--- src/rtl/diff_msb_scanner_pkg.sv ---
// Package: diff_msb_scanner_pkg
// Shared constants and the scanner FSM state type for the difference
// scanner and the downstream one-hot-to-count decoder.
//   DEF_WIDTH      default operand / one-hot width
//   DEF_SCAN_BITS  default number of bits examined per scan cycle
//   scan_state_t   SCAN_IDLE=0, SCAN_RUN=1, SCAN_DONE=2
package diff_msb_scanner_pkg;

    localparam int DEF_WIDTH     = 32;
    localparam int DEF_SCAN_BITS = 4;

    typedef enum logic [1:0] {
        SCAN_IDLE = 2'd0,
        SCAN_RUN  = 2'd1,
        SCAN_DONE = 2'd2
    } scan_state_t;

endpackage

--- src/rtl/diff_msb_scanner_chunk_detect.sv ---
// Module: msb_chunk_detect
// Combinational highest-set-bit detector for one scan chunk.
// Ports:
//   bits    in   N  chunk to examine
//   onehot  out  N  one-hot of the highest set bit of bits (zero if none)
//   hit     out  1  bits is non-zero
module msb_chunk_detect #(
    parameter int N = 4
) (
    input  logic [N-1:0] bits,
    output logic [N-1:0] onehot,
    output logic         hit
);

    // Ascending scan: each set bit overwrites the previous result, so the
    // highest set bit is the one left standing.
    always_comb begin
        onehot = '0;
        for (int i = 0; i < N; i++) begin
            if (bits[i]) begin
                onehot    = '0;
                onehot[i] = 1'b1;
            end
        end
    end

    assign hit = |bits;

endmodule

--- src/rtl/diff_msb_scanner.sv ---
// Module: diff_msb_scanner
// Multi-cycle front end for the difference decoder. Latches op_a^op_b,
// scans it from the MSB in SCAN_BITS-wide chunks and produces a one-hot
// vector of the highest differing bit (all-zero for equal operands),
// presented under a valid/ready handshake.
//
// Handshake: a transfer happens on a rising edge where valid and ready are
// both high; valid may not depend on ready. in_ready is high only in IDLE,
// out_valid only in DONE, and diff is stable for the whole DONE period.
//
// Configuration macro: DIFF_SCAN_EARLY_EXIT_EN
//   defined   - leave SCAN in the cycle the first non-zero chunk is found
//   undefined - always scan every chunk (constant latency)
//
// Ports:
//   clk        in   1      clock, rising edge
//   rst        in   1      synchronous active-high reset
//   in_valid   in   1      operand pair valid
//   in_ready   out  1      idle, can accept a pair
//   op_a       in   WIDTH  first operand
//   op_b       in   WIDTH  second operand
//   out_valid  out  1      diff valid, held until out_ready
//   out_ready  in   1      consumer accepts diff
//   diff       out  WIDTH  one-hot of highest differing bit, or zero
//   busy       out  1      FSM not in IDLE
module diff_msb_scanner
    import diff_msb_scanner_pkg::*;
#(
    parameter int WIDTH     = DEF_WIDTH,
    parameter int SCAN_BITS = DEF_SCAN_BITS   // must divide WIDTH
) (
    input  logic             clk,
    input  logic             rst,
    input  logic             in_valid,
    output logic             in_ready,
    input  logic [WIDTH-1:0] op_a,
    input  logic [WIDTH-1:0] op_b,
    output logic             out_valid,
    input  logic             out_ready,
    output logic [WIDTH-1:0] diff,
    output logic             busy
);

    localparam int NCHUNK = WIDTH / SCAN_BITS;
    localparam int PTR_W  = (NCHUNK > 1) ? $clog2(NCHUNK) : 1;
    localparam int SH_W   = (WIDTH > 1) ? $clog2(WIDTH) : 1;

    scan_state_t          state;
    scan_state_t          state_next;
    logic [WIDTH-1:0]     x;
    logic [PTR_W-1:0]     ptr;
    logic                 found;

    logic [SH_W-1:0]      base;
    logic [SCAN_BITS-1:0] chunk;
    logic [SCAN_BITS-1:0] chunk_oh;
    logic                 chunk_hit;
    logic [WIDTH-1:0]     placed;

    // Bit offset of the chunk under the pointer.
    assign base  = SH_W'(ptr) * SH_W'(SCAN_BITS);
    assign chunk = x[base +: SCAN_BITS];

    msb_chunk_detect #(.N(SCAN_BITS)) u_detect (
        .bits   (chunk),
        .onehot (chunk_oh),
        .hit    (chunk_hit)
    );

    // Move the chunk-local one-hot to its absolute bit position.
    assign placed = WIDTH'(chunk_oh) << base;

    assign in_ready  = (state == SCAN_IDLE);
    assign out_valid = (state == SCAN_DONE);
    assign busy      = (state != SCAN_IDLE);

    always_ff @(posedge clk) begin
        if (rst) state <= SCAN_IDLE;
        else     state <= state_next;
    end

    always_comb begin
        state_next = state;
        case (state)
            SCAN_IDLE: if (in_valid) state_next = SCAN_RUN;
            SCAN_RUN: begin
                if (ptr == '0) state_next = SCAN_DONE;
`ifdef DIFF_SCAN_EARLY_EXIT_EN
                if (!found && chunk_hit) state_next = SCAN_DONE;
`endif
            end
            SCAN_DONE: if (out_ready) state_next = SCAN_IDLE;
            default:   state_next = SCAN_IDLE;
        endcase
    end

    always_ff @(posedge clk) begin
        if (rst) begin
            x     <= '0;
            ptr   <= '0;
            found <= 1'b0;
            diff  <= '0;
        end else begin
            case (state)
                SCAN_IDLE: begin
                    if (in_valid) begin
                        x     <= op_a ^ op_b;
                        ptr   <= PTR_W'(NCHUNK - 1);
                        found <= 1'b0;
                        diff  <= '0;
                    end
                end
                SCAN_RUN: begin
                    // First non-zero chunk from the top wins; later (lower)
                    // chunks are ignored once found is set.
                    if (!found && chunk_hit) begin
                        diff  <= placed;
                        found <= 1'b1;
                    end
                    if (ptr != '0) ptr <= ptr - 1'b1;
                end
                default: ;
            endcase
        end
    end

endmodule

--- config.mk ---
export PLATFORM = sky130hd
export DESIGN_NAME = diff_msb_scanner
export DESIGN_NICKNAME = d
export VERILOG_FILES = /design/src/rtl/diff_msb_scanner_pkg.sv /design/src/rtl/diff_msb_scanner_chunk_detect.sv /design/src/rtl/diff_msb_scanner.sv
export SDC_FILE = /design/constraint.sdc
export NUM_CORES = 1
export LEC_CHECK = 0
export ABC_AREA = 1
export ABC_CLOCK_PERIOD_IN_PS = 5100
export CAP_MARGIN = 20
export CELL_PAD_IN_SITES_DETAIL_PLACEMENT = 1
export CELL_PAD_IN_SITES_GLOBAL_PLACEMENT = 1
export CORE_ASPECT_RATIO = 1.75
export CORE_MARGIN = 3
export CORE_UTILIZATION = 35
export CTS_CLUSTER_SIZE = 40
export DETAILED_ROUTE_END_ITERATION = 12
export PLACE_DENSITY_LB_ADDON = 0.12
export SLEW_MARGIN = 40
export SYNTH_ARGS = -nofsm -noshare
export SYNTH_HDL_FRONTEND = slang
export SYNTH_SLANG_ARGS = --single-unit
--- constraint.sdc ---
create_clock -name clk -period 5.1 [get_ports clk]
set_clock_uncertainty 0.1 [all_clocks]
set_input_delay 1.02 -clock clk [delete_from_list [all_inputs] [get_ports clk]]
set_output_delay 1.02 -clock clk [all_outputs]
set_load 0.02 [all_outputs]
==> results of run 1 <==
==> through the flow <==
| stage | hold slack, ps | cells | util | power, mW |
|---|---|---|---|---|
| finish | 355 | 675 | 0.507 | 1.56 |
| global route | 378 | 675 | 0.507 | 1.65 |
| CTS | 357 | 674 | 0.506 | 1.58 |
| detailed placement | 348 | 659 | 0.476 | 0.989 |
| global placement | 342 | 659 | 0.475 | 0.976 |
| floorplan | 329 | 463 | - | 0.871 |
==> layout by cell type (no fill, tap or decap), drive strengths merged <==
master	n
nand2	113
clkdlybuf4s50	102
a211oi	1
buf	3
clkinv	1
a21oi	69
a31oi	2
ha	2
xor2	32
o21ai	34
nand3	40
nor2	27
clkinvlp	2
inv	45
dfxtp	70
clkbuf	12
==> area by class of cell <==
type	count	area, um^2
clock buffer	12	256
clock inverter	3	20.0
fill	1174	4540
inverter	45	169
multi-input combinational	320	1620
sequential	70	1400
tap	120	150
timing repair buffer	105	1050
==> cells by family after synthesis <==
group	Yosys count	synth area share
simple gates	180	0.229
compound gates	106	0.164
buf+inv	73	0.0969
flops	70	0.419
xor+xnor	32	0.0838
fa+ha+maj	2	0.00748
==> registers in the layout, summed over array words and instances, names as in the netlist <==
name   count
x         32
ptr        3
found      1
diff      32
state      2
==> how the worst min path moves through the flow <==
| stage | depth (start not counted) | end | slack [ps] |
|---|---|---|---|
| 2_1_floorplan | 2 | x[12] | 330 |
| 3_3_place_gp | 2 | x[27] | 340 |
| 3_5_place_dp | 2 | x[28] | 350 |
| 4_1_cts | 2 | x[28] | 360 |
| 5_1_grt | 2 | diff[28] | 380 |
| 6_report | 2 | x[21] | 350 |
==> per-layer routing <==
layer / vias to the layer above / GRT usage / share of wire
met2: 72 / 0.354 / 0.59
met5: - / 0 / 0
met3: 16 / 0.0399 / 0.038
met1: 1559 / 0.178 / 0.35
li1: 1650 / - / -
met4: 0 / 0.0827 / 0.026
==> power by group through the flow <==
| stage | combinational, mW | clock [mW] | sequential [mW] |
|---|---|---|---|
| 6_report | 0.368 | 0.584 | 0.613 |
| 3_5_place_dp | 0.364 | 0 | 0.625 |
| 5_1_grt | 0.418 | 0.619 | 0.617 |
| 2_1_floorplan | 0.264 | 0 | 0.608 |
| 3_3_place_gp | 0.354 | 0 | 0.623 |
| 4_1_cts | 0.371 | 0.593 | 0.613 |
==> worst min-delay path: stages (launching register included) <==
cell and delay, ps:
dfxtp_1 290, inv_1 60, a21oi_1 50
==> results_dict.tcl, run 1 <==
set metrics [dict create \
    p_int_mw 1.08 \
    drive_above_1_share 0.0577 \
    fin_ws_ps 2230 \
    synth.avg_cell_area_um2 7.22 \
    clock_sinks 70 \
    grt_overflow 0 \
    final_nets 621 \
    synth-seq-cells 70 \
    num_antenna_cells 0 \
    clkTransAtPathRegs_ps 50 \
    synth_area_um2 3340 \
    coreArea_um2 9210 \
    antenna_found_initial 0 \
    timing.final.crit_share 0.563 \
    start_util 0.363 \
    wl_per_cell_um 13.9 \
    maxCapViolations 0 \
    async_reset_ff_frac 0 \
    synth-edff-count 0 \
    grt_pass1_vias 3342 \
    p_per_area_nw_per_um2 335 \
    syn-instance-count 463 \
    synth_top_area_frac 0.419 \
    placement.io_buffers 102 \
    ctsResizeCount 0 \
    clk_latency_ps 330 \
    root_buffer "clkbuf_16" \
    slowest_stage "buf_4" \
    crit_fanout 68 \
    tightestPinTransition_ps 675 \
    drc 0 \
    hold_path_startpoint "x[21]" \
    grt_pass1_wl_mm 15.4 \
    boundaryPins 103 \
    cp-endpoint "diff[14]" \
    relSlewSlack 0.549 \
    critPathMaxStageDelay_ps 470 \
    pwr-share-seq 0.392 \
    synth.distinct_cells 22 \
    synthesis.nets 533 \
    finalSetupTns_ps 0 \
    area_growth_pct 39.7 \
    finalInstanceArea_um2 4670 \
    path_class "input port to register" \
    synth_commonest_cells "nand2_1, dfxtp_1, a21oi_1" \
    viasPerCell 4.88 \
    crit_path_end_kind "register" \
    synth-main-ff-cell "dfxtp_1" \
    ant_nets 0 \
    p_clk_frac 0.373 \
    gp_congestion 0.806 \
    hold_buffers 0 \
    finalCriticalPeriod_ps 2870 \
    clock.fmax_mhz 348 \
    swShare 0.310 \
    cp.depth 8 \
    power.switching_mw 0.485 \
    drt_wl_total_mm 9.40 \
    ys_seq_area_frac 0.419 \
    start_kind "input port" \
    irDropWorstVdd_mv 0.202 \
    grt_max_degree 69 \
    hold_path.class "register to register" \
    grt_use_total 0.183 \
    cts_tree "done" \
    placed_area_um2 4380 \
    r2r_start "ptr[1]" \
    drtPass1Iterations 4 \
    cp_cell_sequence "clkdlybuf4s50_1 > nand2_2 > buf_4 > inv_1 > a21oi_4 > buf_8 > nand2_1 > a21oi_1" \
    pre_cts_ws_ps 1740 \
    synth_most_common_cell "nand2_1" \
    reg2reg_slack_ps 2250 \
    num_vias 3297 \
    cts_made_buffers 9 \
    synth_area_leader_cell "dfxtp_1" \
    setup_viol_count_final 0 \
    synth_area_leaders "dfxtp_1, nand2_1, a21oi_1" \
    status "finished, final reports clean" \
    crit_start "in_valid" \
    p_comb_frac 0.235 \
    dp_hpwl_mm 6.84 \
    cpLargestDelayFamily "buffers and inverters" \
    required_ps 5260 \
    slew_violations 0 \
    core.rowCount 46 \
    clk_path_buf_depth 2 \
    ys_warn_count 0 \
    post_cts_buffers 0 \
    rsz0062_at_grt "false" \
    design.die.area_um2 10800 \
    critical_path_buf_inv_count 4 \
    arrival_ps 3030 \
    die_y_um 135 \
    drt_iter0_markers 85 \
    r2r-end "diff[14]" \
    h-tree-depth 3 \
    reg2reg_depth 11 \
    hold_violations 0 \
    die_w_um 79.9 \
    power.leakage_nw 1.85 \
]
(Power assumes the default switching activity.)
==> run 2: changes to the inputs <==
Settings changed: ABC_CLOCK_PERIOD_IN_PS 5100 to 2450, CORE_UTILIZATION 35 to 30.
Clock period 5.1 ns to 2.45 ns, I/O delays scaled along.
==> results_dict.tcl, run 2 (synthesis gave the netlist of run 1 again) <==
set metrics [dict create \
    clk_path_buf_depth 2 \
    boundaryPins 103 \
    cts_tree "done" \
    coreArea_um2 10800 \
    die_w_um 85.8 \
    final_nets 628 \
    required_ps 2610 \
    reg.largest.list "diff (32), x (32), ptr (3)" \
    num_vias 3256 \
    design.die.area_um2 12500 \
    cp_cell_sequence "inv_2 > nand2_1 > nand3_1 > nand2_1 > nand2_1 > nand2_1 > nor2_4 > nand2_4 > a21oi_4 > buf_4 > nand2_1 > a21oi_1" \
    placement.io_buffers 102 \
    clock_sinks 70 \
    dp_cells 677 \
    finalInstanceArea_um2 4770 \
    area_growth_pct 42.7 \
    crit_fanout 32 \
    antenna_found_initial 0 \
    gp_congestion 0.808 \
    clock.fmax_mhz 474 \
    drtPass1Iterations 4 \
    h-tree-depth 3 \
    viasPerCell 4.71 \
    power.leakage_nw 1.91 \
    drc 0 \
    hold_violations 0 \
    fillers 1355 \
    drt_iter0_markers 58 \
    hold_path.class "register to register" \
    root_buffer "clkbuf_16" \
    drive_above_1_share 0.0676 \
    start_util 0.309 \
    path_class "register to register" \
    wl_per_cell_um 13.3 \
    finalSetupTns_ps 0 \
    timing.final.crit_share 0.861 \
    dp_hpwl_mm 7.21 \
    relSlewSlack 0.720 \
    cpMostUsedCell "nand2_1" \
    hold_buffers 0 \
    clk_latency_ps 330 \
    tightestPinTransition_ps 419 \
    p_per_area_nw_per_um2 711 \
    num_antenna_cells 0 \
    placed_area_um2 4460 \
    grt_pass1_wl_mm 15.5 \
    slowest_stage "dfxtp_1" \
    grt_overflow 0 \
    setup_viol_count_final 0 \
    finalCriticalPeriod_ps 2110 \
    seqCellArea_um2 1400 \
    arrival_ps 2270 \
    die_y_um 146 \
    drt_wl_total_mm 9.21 \
    slew_violations 0 \
    final_common_cell "nand2_1" \
    ant_nets 0 \
    crit_path_end_kind "register" \
    maxCapViolations 0 \
    multi_input_area_um2 1620 \
    critPathMaxStageDelay_ps 330 \
    core.rowCount 50 \
    layoutNonFillerInstCount 692 \
    grt_max_degree 66 \
    grt_use_total 0.155 \
    grt_pass1_vias 3388 \
    status "finished, final reports clean" \
    clkTransAtPathRegs_ps 50 \
    rsz0062_at_grt "false" \
    mostFrequentLayoutCells "nand2_1, clkdlybuf4s50_1, dfxtp_1" \
    start_kind "register" \
    irDropWorstVdd_mv 0.426 \
    cts_made_buffers 9 \
]
run 2: area by class of cell:
cell class | instances | share of cell area
Clock buffer | 12 | 0.0558
Clock inverter | 3 | 0.00891
Inverter | 45 | 0.0354
Multi-Input combinational cell | 320 | 0.340
Sequential cell | 70 | 0.294
Tap cell | 130 | 0.0341
Timing Repair Buffer | 112 | 0.232
run 2: power by group:
part,total (mW),switching [mW],internal (mW)
clock,1.34,0.473,0.863
sequential,1.25,0.0353,1.22
combinational,0.802,0.488,0.315
total,3.39,0.996,2.40
run 2: repair_timing:
action                                  in CTS  in global routing
endpoints found under the setup margin       0                  1
buffers inserted                             0                  0
gates resized for setup                      0                  1
run 2: worst max-delay path, delay by kind of cell, from the launching register on:
kind,cells,cell delay (ps)
buffers and inverters,2,540
AND/OR/NAND/NOR,8,800
flip-flops,1,330
AO/OA/AOI/OAI,2,280
run 2: layer usage:
metal / part of all wire / global-route usage / vias to the layer above
li1: - / - / 1664
met1: 0.37 / 0.151 / 1511
met2: 0.58 / 0.299 / 65
met3: 0.030 / 0.0227 / 16
met4: 0.029 / 0.0840 / 0
met5: 0 / 0 / -
run 2: path summary, 6_finish.rpt:
kind | from | end | slack (ps) | depth (start not counted)
worst min-delay path | x[29] | x[29] | 350 | 2
worst max-delay path | ptr[0] | diff[11] | 340 | 12
worst max register to register | ptr[0] | diff[11] | 340 | 12
worst min register to register | x[29] | x[29] | 350 | 2
run 2: stage by stage:
stage | setup WS, ps | hold slack, ps | power, mW | utilization
floorplan | 680 | 329 | 1.81 | -
global placement | 378 | 345 | 2.07 | 0.412
detailed placement | 269 | 346 | 2.09 | 0.412
CTS | 239 | 355 | 3.44 | 0.441
global route | 69.4 | 376 | 3.59 | 0.441
finish | 340 | 351 | 3.39 | 0.441
